$ cat config.mk
export PLATFORM = sky130hd
export DESIGN_NAME = turfio_cin_tx
export DESIGN_NICKNAME = d
export VERILOG_FILES = /design/src/rtl/turfio_cin_pkg.sv /design/src/rtl/turfio_sat_counter.sv /design/src/rtl/turfio_cin_tx.sv
export SDC_FILE = /design/constraint.sdc
export NUM_CORES = 1
export LEC_CHECK = 0
export ABC_AREA = 1
export BUFFER_PORTS_ARGS = -buffer_cell sky130_fd_sc_hd__buf_2
export CORE_ASPECT_RATIO = 0.7
export CORE_MARGIN = 2
export CORE_UTILIZATION = 50
export DETAILED_ROUTE_END_ITERATION = 7
export GPL_TIMING_DRIVEN = 0
export PLACE_DENSITY = 0.79
export SLEW_MARGIN = 20
export SYNTH_ARGS = -nofsm -noshare
export SYNTH_HDL_FRONTEND = slang
export SYNTH_SLANG_ARGS = --single-unit
$ cat constraint.sdc
create_clock -name aclk_i -period 2.3 [get_ports aclk_i]
set_input_delay 0.23 -clock aclk_i [delete_from_list [all_inputs] [get_ports aclk_i]]
set_output_delay 0.23 -clock aclk_i [all_outputs]
set_load 0.05 [all_outputs]
$ cat src/rtl/turfio_cin_pkg.sv
// Constants shared by both ends of the CIN link: the TURFIO transmitter
// and the SURF-side parallelizer.
package turfio_cin_pkg;
  localparam int          NIBBLES_PER_WORD = 8;
  localparam logic [31:0] TRAIN_PATTERN    = 32'hA55A6996;
  localparam logic [31:0] IDLE_WORD        = 32'h00000000;

  typedef logic [3:0] cin_nibble_t;
endpackage

$ cat src/rtl/turfio_sat_counter.sv
// Event counter that sticks at all-ones instead of wrapping.
module turfio_sat_counter #(
  parameter int WIDTH = 16
) (
  input  logic             clk,
  input  logic             rst,
  input  logic             inc,
  output logic [WIDTH-1:0] count
);

  always_ff @(posedge clk or posedge rst) begin
    if (rst) begin
      count <= '0;
    end else if (inc && (count != '1)) begin
      count <= count + 1'b1;
    end
  end

endmodule

$ cat src/rtl/turfio_cin_tx.sv
// CIN command-link transmitter: turns 32-bit commands into a nibble stream,
// MSB nibble first, one nibble per clock enable, for the 4:1 OSERDES stage.
module turfio_cin_tx
  import turfio_cin_pkg::cin_nibble_t;
  import turfio_cin_pkg::NIBBLES_PER_WORD;
#(
  parameter logic [31:0] TRAIN_PATTERN = turfio_cin_pkg::TRAIN_PATTERN,
  parameter logic [31:0] IDLE_WORD     = turfio_cin_pkg::IDLE_WORD,
  parameter int          CNT_WIDTH     = 16
) (
  input  logic                 aclk_i,
  input  logic                 rst_i,
  input  logic                 ce_i,
  input  logic                 phase_sync_i,
  input  logic                 train_i,
  input  logic [31:0]          command_i,
  input  logic                 command_valid_i,
  output logic                 command_ready_o,
  output cin_nibble_t          cin_o,
  output logic                 cin_valid_o,
  output logic                 word_start_o,
  output logic                 train_active_o,
  output logic [CNT_WIDTH-1:0] cmd_count_o,
  output logic [CNT_WIDTH-1:0] abort_count_o
);

  localparam logic [2:0] LAST_PH = 3'(NIBBLES_PER_WORD - 1);

  logic [31:0] sr;
  logic [2:0]  ph;
  logic        is_cmd;
  logic        is_train;
  logic        cin_valid_reg;

  logic        load_slot;
  logic        handshake;
  logic        abort;
  logic [31:0] next_word;

  always_comb begin
    load_slot = ce_i & ((ph == LAST_PH) | phase_sync_i);
    // A command offered during reset would be dropped, so never acknowledge it.
    handshake = load_slot & ~train_i & command_valid_i & ~rst_i;
    abort     = load_slot & (ph != LAST_PH) & is_cmd;
    next_word = IDLE_WORD;
    if (train_i) begin
      next_word = TRAIN_PATTERN;
    end else if (command_valid_i) begin
      next_word = command_i;
    end
  end

  // ph starts at the last nibble so the very first enable opens a new word.
  always_ff @(posedge aclk_i or posedge rst_i) begin
    if (rst_i) begin
      sr            <= IDLE_WORD;
      ph            <= LAST_PH;
      is_cmd        <= 1'b0;
      is_train      <= 1'b0;
      cin_valid_reg <= 1'b0;
    end else begin
      cin_valid_reg <= ce_i;
      if (load_slot) begin
        sr       <= next_word;
        ph       <= '0;
        is_cmd   <= ~train_i & command_valid_i;
        is_train <= train_i;
      end else if (ce_i) begin
        sr <= {sr[27:0], 4'h0};
        ph <= ph + 3'd1;
      end
    end
  end

  assign command_ready_o = handshake;
  assign cin_o           = sr[31:28];
  assign cin_valid_o     = cin_valid_reg;
  assign word_start_o    = (ph == '0) & cin_valid_reg;
  assign train_active_o  = is_train;

  logic [1:0]           cnt_inc;
  logic [CNT_WIDTH-1:0] cnt_val [2];

  assign cnt_inc = {abort, handshake};

  for (genvar gi = 0; gi < 2; gi++) begin : g_counter
    turfio_sat_counter #(
      .WIDTH(CNT_WIDTH)
    ) u_counter (
      .clk  (aclk_i),
      .rst  (rst_i),
      .inc  (cnt_inc[gi]),
      .count(cnt_val[gi])
    );
  end

  assign cmd_count_o   = cnt_val[0];
  assign abort_count_o = cnt_val[1];

endmodule

==> results of run 1 <==
-- metrics by stage --
stage / util, % / power [mW] / instances / setup WS (ns)
3_3_place_gp: 58.9 / 2.29 / 669 / -0.366
2_1_floorplan: - / 2.10 / 494 / 0.122
3_5_place_dp: 59.4 / 2.33 / 671 / 0.202
5_1_grt: 62.7 / 3.51 / 689 / 0.0158
6_report: 62.7 / 3.35 / 689 / 0.0980
4_1_cts: 62.5 / 3.37 / 688 / 0.0391
-- how the worst min path moves through the flow --
| stage | start | to | slack, ns | cells after the start |
|---|---|---|---|---|
| floorplan | ce_i | cin_valid_o | 0.26 | 0 |
| global placement | ce_i | cin_valid_o | 0.37 | 1 |
| detailed placement | rst_i | sr[5] | 0.25 | 2 |
| CTS | ce_i | cin_valid_o | 0.006 | 1 |
| global route | ce_i | cin_valid_o | 0.002 | 1 |
| finish | ce_i | cin_valid_o | 0.02 | 1 |
-- flip-flops by register name, summed over array words and instances, names as in the netlist --
name / flops
train_active_o: 1
g_counter.u_counter.count: 32
ph: 3
is_cmd: 1
sr: 32
cin_valid_o: 1
-- synthesized netlist by cell type, drive strengths merged, types with 4 or more instances --
| master | count | area (um^2) |
|---|---|---|
| nand2 | 211 | 815 |
| dfrtp | 67 | 1680 |
| nor2 | 52 | 265 |
| inv | 43 | 164 |
| nand3 | 27 | 155 |
| o21ai | 15 | 78.8 |
| a31oi | 14 | 87.6 |
| buf | 13 | 103 |
| nand4 | 8 | 50.1 |
| o211ai | 8 | 60.1 |
| xor2 | 8 | 70.1 |
| clkbuf | 6 | 22.5 |
| ha | 5 | 62.6 |
| xnor2 | 4 | 35.0 |
-- routing by layer --
layer  up-vias  wire length, um  global-route usage (%)
met5         -                0                       0
met2       104             4040                    36.6
met1      1635             4320                    32.7
met4         0               66                    5.90
met3         7              567                    5.27
li1       1750                -                       -
-- where the power goes --
part | leakage [nW] | internal, mW | switching, mW
combinational | 1.34 | 0.232 | 0.569
sequential | 0.902 | 1.37 | 0.129
clock | 0.0951 | 0.536 | 0.508
total | 2.34 | 2.14 | 1.21
-- cells by family after synthesis --
kind of cell | Yosys count | synth area share [%]
DFF | 70 | 46.2
buffers and inverters | 62 | 7.61
xor gates and xnor gates | 12 | 2.77
and+or+nand+nor | 299 | 34.0
AOI/OAI and AO/OA | 46 | 7.71
adders and majority gates | 5 | 1.65
-- repair_timing --
action	in CTS	in global routing
endpoints found under the hold margin	11	0
buffers inserted	0	1
pin swaps	0	1
gates resized for setup	3	1
hold buffers	1	0
setup endpoints to repair	1	1
-- worst max-delay path: stages (launching register included) --
cell and delay, ns:
dfstp_2 0.56, ha_1 0.16, ha_2 0.23, nor2_4 0.08, nor2_8 0.11, nand3_2 0.14
nor2_4 0.17, buf_6 0.17
-- final cells by class --
class                      count  area [um^2]
inverter                      43          168
multi-input combinational    362         1760
clock buffer                  10          138
fill                         676         2730
tap                           98          123
buffer                        19          125
clock inverter                 6         70.1
sequential                    70         1760
timing repair buffer          81          449
==> metrics.md, run 1 <==
| Metric | Value |
|---|---|
| Commonest non-fill, non-tap cell in the layout | nand2_1 |
| VDD IR max | around 0.37 mV |
| Die height | 76.9 um |
| Leakage dissipation | about 2.3 nW |
| Predominant post-synthesis flop cell | dfrtp_1 |
| Startpoint Class | flop |
| Worst-Skew Late Latency | 0.35 ns |
| Number of routed nets with antenna violations | 0 |
| Critical Path RT | between 2 and 2.5 ns |
| Core Area | around 7300 um^2 |
| Final wirelength | between 8000 and 9000 um |
| Number of core rows | 26 |
| Total number of vias | approximately 3500 |
| Min Hold Slack | around 0.017 ns |
| DIE WIDTH | ~110 um |
| Net count after synthesis | between 500 and 600 |
| Design area | about 4600 um^2 |
| Starting Density | 51.9% |
| Root buffer cell | clkbuf_8 |
| Worst r2r dst | sr[10] |
| Slew Viols, Final | 0 |
| Crit-path max FO | 6 |
| Register bit total from synthesis | 70 |
| Post-route minimum period | 2.20 ns |
| Layout cells sized above 1 | between 20% and 30% |
| Tot GR Track Use | between 20% and 30% |
| Commonest cells after routing, fill and taps aside | 206 x nand2_1, 80 x buf_2, 67 x dfrtp_1 |
| Flop-to-flop setup slack | approximately 0.21 ns |
| DIE AREA | roughly 8300 um^2 |
| GP Congestion | between 0.8 and 0.9 |
| First-pass GRT wire length | ~15000 um |
| Mapped Cells | between 400 and 500 |
| Crit path DAT | slightly below 2 ns |
| Hold crit path type | in -> reg |
| DRT iter0 DRCs | 223 |
| Yosys cell types | 33 |
| Setup crit end kind | primary output |
| DP Area | roughly 4300 um^2 |
| Area Growth Syn to Fin | 20.8% |
| PortBufs | 77 |
| CTS buffer count | 9 |
| Fmax | approximately 0.45 GHz |
| Critical path launch point | ph[0] |
| # DRC | 0 |
| Post-synthesis async set-or-reset flop share | 100% |
| Total grt overflow | 0 |
| Worst-Margin Slew | approximately 0.60 ns |
| Post-synthesis sequential area ratio | 46.2% |
| Worst-path clk slew | ~0.080 ns |
| RSZ-0062 raised after global routing | no |
| Vias per inst | a little over 5 |
| Outcome | finished clean |
| N_diodes | 0 |
| I/O pins | ~80 |
| PD cells | ~730 nW/um^2 |
| Post-synth EDFFs | 0 |
| Hpwl dp | ~6600 um |
| Wire length per cell | around 13 um |
| Worst Reg2Reg Path Length in Cells | 9 |
| H-tree depth | 3 |
| CTS tree | built |
| Worst Setup EP | command_ready_o |
| Setup Crit Path Kind | reg -> out |
| Clock buffer depth | 2 |
| Maxcap violations | 0 |
| Sum Neg Setup Slack | 0 ns |
| Clock sinks | 70 |
| Initial DRT Pass Iterations | 5 |
| Number of global-route vias before repair | 3336 |
| Tcrit/Tclk final | 95.7% |
| Yosys warns | 0 |
| Nets | 629 |
| Mapped cell area | between 3000 and 4000 um^2 |
| Final hold violations | 0 |
| Post-synthesis area per instance | 7.69 um^2 |
| Initial antenna violation count | 0 |
| Largest net degree at the start of global routing | 33 |
| Final setup violation count | 0 |
| Reg-to-reg critical path startpoint | ph[0] |
| Setup Skew | ~0.014 ns |
| Slew margin rel. | about three fifths |
No activity file was read; power rests on OpenSTA's default activity.
==> run 2, diff against run 1 <==
==> constraint.sdc (replaced) <==
create_clock -name aclk_i -period 2.3 [get_ports aclk_i]
set_input_delay 0.46 -clock aclk_i [delete_from_list [all_inputs] [get_ports aclk_i]]
set_output_delay 0.46 -clock aclk_i [all_outputs]
set_load 0.05 [all_outputs]
==> run 2 against run 1 <==
Effect of this change: power is 0.24% higher; die area stayed put; combinational power increased by 1%; design area grew 1.3%; routed wire length increased by 0.42%; global-route usage grew 0.13 points; maximum frequency down 0.43%; worst setup slack got worse by 0.0094 ns; via count grew 0.37%; critical endpoint unchanged; largest cell class unchanged; largest power group unchanged; highest routed layer unchanged.
==> metrics.md, run 2 (same netlist as run 1, synthesis figures left out) <==
| Metric | Value |
|---|---|
| Startpoint Class | flop |
| PD cells | between 700 and 800 nW/um^2 |
| Number of global-route vias before repair | between 3000 and 4000 |
| DIE AREA | roughly 8300 um^2 |
| Setup crit end kind | primary output |
| RSZ-0062 raised after global routing | yes |
| Maxcap violations | 0 |
| Tcrit/Tclk final | a little over nine tenths |
| Dpl ws | between 0.05 and 0.06 ns |
| Crit path cell chain | ha_4, ha_4, nor2_4, nor2_8, nand3_4, nor2_4, buf_6 |
| Number of routed nets with antenna violations | 0 |
| Post-route minimum period | roughly 2.2 ns |
| DRT iter0 DRCs | approximately 160 |
| N_diodes | 0 |
| Setup Crit Path Kind | reg -> out |
| I/O pins | 78 |
| H-tree depth | 3 |
| Number of core rows | 26 |
| Initial antenna violation count | 0 |
| CTS buffer count | 9 |
| Core Area | 7320 um^2 |
| Layout cells sized above 1 | around a quarter |
| CTS tree | built |
| VDD IR max | between 0.3 and 0.4 mV |
| Design area | ~4600 um^2 |
| Top flop regs | g_counter.u_counter.count x32, sr x32, ph x3 |
| Root buffer cell | clkbuf_8 |
| Crit path DAT | roughly 1.8 ns |
| Stages on worst setup path | 7 |
| CP peak stage delay | around 0.57 ns |
| Commonest non-fill, non-tap cell in the layout | nand2_1 |
| Overall Power | roughly 3.4 mW |
| Final wirelength | between 9000 and 10000 um |
| Slowest CP cell | dfstp_2 |
| Total number of vias | between 3000 and 4000 |
| Clock sinks | 70 |
| Worst-Margin Slew | around 0.61 ns |
| Final hold violations | 0 |
| Largest net degree at the start of global routing | 33 |
| Area Growth Syn to Fin | 22.3% |
| Clock buffer depth | 2 |
| Total grt overflow | 0 |
| Final worst slack | around 0.089 ns |
| Fmax | 0.452 GHz |
| First-pass GRT wire length | between 15000 and 20000 um |
| Outcome | finished clean |
| Setup Skew | 0.0127 ns |
| Initial DRT Pass Iterations | 4 |
| GP Congestion | between 0.8 and 0.9 |
| Hpwl dp | between 6000 and 7000 um |
| DIE WIDTH | 108 um |
| PortBufs | 77 |
| Worst Reg2Reg Path Length in Cells | 10 |
| Worst-path clk slew | about 0.090 ns |
| Buf+Inv Stages, Crit Path | 1 |
| Critical Path RT | roughly 1.8 ns |
| DP Area | between 4000 and 5000 um^2 |
| Die height | ~77 um |
| Wire length per cell | roughly 13 um |
| Worst-Skew Late Latency | 0.34 ns |
| # DRC | 0 |
| Slew Viols, Final | 0 |
| Min Hold Slack | roughly 0.11 ns |
| Commonest cells after routing, fill and taps aside | 206 x nand2_1, 80 x buf_2, 67 x dfrtp_1 |
| Nets | 633 |
| Starting Density | between 50% and 60% |
| Slew margin rel. | 59.2% |
| Vias per inst | between 5 and 6 |
| Final setup violation count | 0 |
| Tot GR Track Use | a little under a quarter |
| Crit-path max FO | 3 |
| Delay-heaviest family, CP | flip-flops |
| Leakage dissipation | about 2.4 nW |
| Hold crit path type | in -> async |
==> run 2: cell count changes in the layout (fill, tap and decap cells not counted), sizes merged <==
cell         previous run  this run
buf                    93        98
dlygate4sd3             1         0
==> run 2: layout make-up <==
class	instances	area [um^2]
Sequential cell	70	1760
Clock buffer	10	138
Fill cell	669	2670
Tap cell	98	123
Inverter	43	168
Clock inverter	6	70.1
Multi-Input combinational cell	362	1790
Timing Repair Buffer	85	477
Buffer	19	125
==> run 2: power breakdown <==
part / internal [mW] / switching [mW]
combinational: 0.239 / 0.572
sequential: 1.37 / 0.132
clock: 0.536 / 0.502
total: 2.15 / 1.21
==> run 2: through the flow <==
step | cells | utilization [%] | setup TNS (ns)
3_5_place_dp | 671 | 59.4 | 0
3_3_place_gp | 669 | 58.9 | -8.39
5_1_grt | 693 | 63.5 | -0.0120
2_1_floorplan | 494 | - | 0
4_1_cts | 689 | 63.1 | 0
6_report | 693 | 63.5 | 0
==> run 2: worst register-to-register path, cell delays in order, from the launching register on <==
cell and delay (ns):
dfstp_2 0.57, ha_4 0.14, ha_4 0.15, buf_4 0.11, o21ai_2 0.12, nor2_4 0.19, nand3_2 0.12, nor2_4 0.19
buf_4 0.20, nand2_1 0.07, nand2_1 0.05
==> run 2: layer usage <==
metal / up-vias / track usage [%] / share of wire, %
li1: 1760 / - / -
met1: 1644 / 32.5 / 48
met2: 103 / 37.2 / 46
met3: 2 / 5.27 / 6.2
met4: 0 / 5.90 / 0.25
met5: - / 0 / 0
==> run 2: worst paths after layout <==
path                            start                         endpoint  slack, ns
worst max-delay path            ph[1]                  command_ready_o       0.09
worst min-delay path            rst_i                            sr[5]       0.11
worst max register to register  ph[1]  g_counter[0].u_counter.count[1]       0.32
worst min register to register  ph[2]                            ph[2]       0.50
max in group asynchronous       rst_i                            ph[0]       1.65
min in group aclk_i              ce_i                      cin_valid_o       0.25
==> run 2: what timing repair did <==
item,4_1_cts,5_1_grt
hold endpoints to repair,0,0
setup buffers,2,4
endpoints found under the setup margin,1,1
gates resized for setup,8,0
pin swaps,2,5
hold buffers,0,0
==> run 3, diff against run 2 <==
RECOVER_POWER = 50   (was unset)
SLEW_MARGIN = unset   (was 20)
==> run 3 against run 2 <==
Effect of this change: design area down 0.48%; sequential cell count is the same; first-iteration DRC count is 38% higher; register-to-register slack worse by 0.11 ns; maximum frequency decreased by 0.98%; clock skew down 0.00084 ns; routed wire length is 0.54% higher; critical path type unchanged; critical endpoint unchanged.
==> metrics.md, run 3 (same netlist as run 1, synthesis figures left out) <==
| Metric | Value |
|---|---|
| H-tree depth | 3 |
| Startpoint Class | flop |
| CP peak stage delay | roughly 0.57 ns |
| Min Hold Slack | 0.257 ns |
| Slowest CP cell | dfstp_2 |
| Number of routed nets with antenna violations | 0 |
| Starting Density | 51.9% |
| Hpwl dp | between 6000 and 7000 um |
| Commonest cells after routing, fill and taps aside | 206 x nand2_1, 77 x buf_2, 67 x dfrtp_1 |
| Outcome | finished clean |
| Delay-heaviest family, CP | flip-flops |
| Clock buffer depth | 2 |
| CTS tree | built |
| Root buffer cell | clkbuf_8 |
| Number of core rows | 26 |
| Layout cells sized above 1 | about 23% |
| Wire length per cell | approximately 13 um |
| Final wirelength | 9090 um |
| N_diodes | 0 |
| First-pass GRT wire length | 15200 um |
| Tcrit/Tclk final | 97.1% |
| GP Congestion | ~0.9 |
| Commonest non-fill, non-tap cell in the layout | nand2_1 |
| VDD IR max | ~0.39 mV |
| DRT iter0 DRCs | ~220 |
| Maxcap violations | 0 |
| Setup crit end kind | primary output |
| Number of global-route vias before repair | around 3300 |
| Worst-Margin Slew | between 0.8 and 0.9 ns |
| Worst-Skew Late Latency | about 0.35 ns |
| Critical Path RT | 1.84 ns |
| Final hold violations | 0 |
| Crit path DAT | 1.77 ns |
| Crit-path max FO | 6 |
| Initial antenna violation count | 0 |
| Top flop regs | g_counter.u_counter.count x32, sr x32, ph x3 |
| Fmax | 0.448 GHz |
| PD cells | ~740 nW/um^2 |
| Die height | 76.9 um |
| Hold crit path type | in -> reg |
| Clock sinks | 70 |
| Worst-path clk slew | roughly 0.08 ns |
| Post-route minimum period | about 2.2 ns |
| Initial DRT Pass Iterations | 4 |
| Slew Viols, Final | 0 |
| Core Area | 7320 um^2 |
| Slew margin rel. | between 40 and 50% |
| Total number of vias | approximately 3500 |
| Crit path cell chain | ha_4, ha_4, nor2_4, nor2_8, nand3_4, nor2_4, buf_6 |
| Setup Skew | between 0.01 and 0.015 ns |
| Overall Power | 3.43 mW |
| Buf+Inv Stages, Crit Path | 1 |
| Setup Crit Path Kind | reg -> out |
| Tot GR Track Use | about 23% |
| I/O pins | 78 |
| CTS buffer count | 9 |
| Area Growth Syn to Fin | 21.7% |
| DIE AREA | 8320 um^2 |
| Largest net degree at the start of global routing | 37 |
| Vias per inst | 5.04 |
| PortBufs | 77 |
| Leakage dissipation | between 2 and 2.5 nW |
| Nets | 630 |
| # DRC | 0 |
| Total grt overflow | 0 |
| Final setup violation count | 0 |
| DIE WIDTH | 108 um |
==> run 3: changes by cell type in the layout (fill, tap and decap cells not counted) <==
cell	delta
buf_2	-3
clkinv_4	-1
buf_4	-2
clkbuf_1	+4
buf_12	-1
inv_6	-1
bufinv_16	+1
==> run 3: area by class of cell <==
type / count / area, um^2
clock buffer: 11 / 141
clock inverter: 5 / 82.6
multi-input combinational: 362 / 1790
timing repair buffer: 82 / 438
sequential: 70 / 1760
fill: 655 / 2700
buffer: 19 / 125
inverter: 43 / 168
tap: 98 / 123
==> run 3: power breakdown <==
part / total (mW) / internal (mW) / switching [mW]
registers: 1.51 / 1.38 / 0.131
logic: 0.801 / 0.230 / 0.571
clock network: 1.12 / 0.641 / 0.481
total: 3.43 / 2.25 / 1.18
==> run 3: worst paths after layout <==
path                       slack (ns)  startpoint  cells past startpoint                          endpoint
hold reg to reg                  0.50      sr[28]                      2                            sr[28]
setup reg to reg                 0.21       ph[0]                     10                            sr[10]
setup / recovery                 0.07       ph[0]                      7                   command_ready_o
hold / removal                   0.26        ce_i                      1                       cin_valid_o
max in group asynchronous        1.30       rst_i                      3                             ph[0]
min in group asynchronous        0.29       rst_i                      2  g_counter[0].u_counter.count[15]
==> run 3: per-stage QoR <==
step                setup TNS (ns)  std cells  util [%]  setup slack, ns  cell area (um^2)
floorplan                        0        494         -            0.117              3800
global placement             -8.39        669      58.9           -0.596              4310
detailed placement          -0.938        670      59.1           -0.105              4330
CTS                              0        690      63.1          0.00643              4620
global route              -0.00984        690      63.2         -0.00984              4620
finish                           0        690      63.2           0.0667              4620
==> run 3: repair_timing <==
| item | 4_1_cts | 5_1_grt |
|---|---|---|
| buffers inserted | 4 | 0 |
| resized for setup | 7 | 1 |
| pin swaps | 2 | 1 |
| setup endpoints to repair | 1 | 1 |
| hold buffers | 0 | 0 |
==> run 3: layer usage <==
layer / share of wire [%] / global-route usage [%]
met5: 0 / 0
met1: 49 / 33.2
met2: 45 / 35.9
met3: 5.8 / 4.68
met4: 1.1 / 5.90
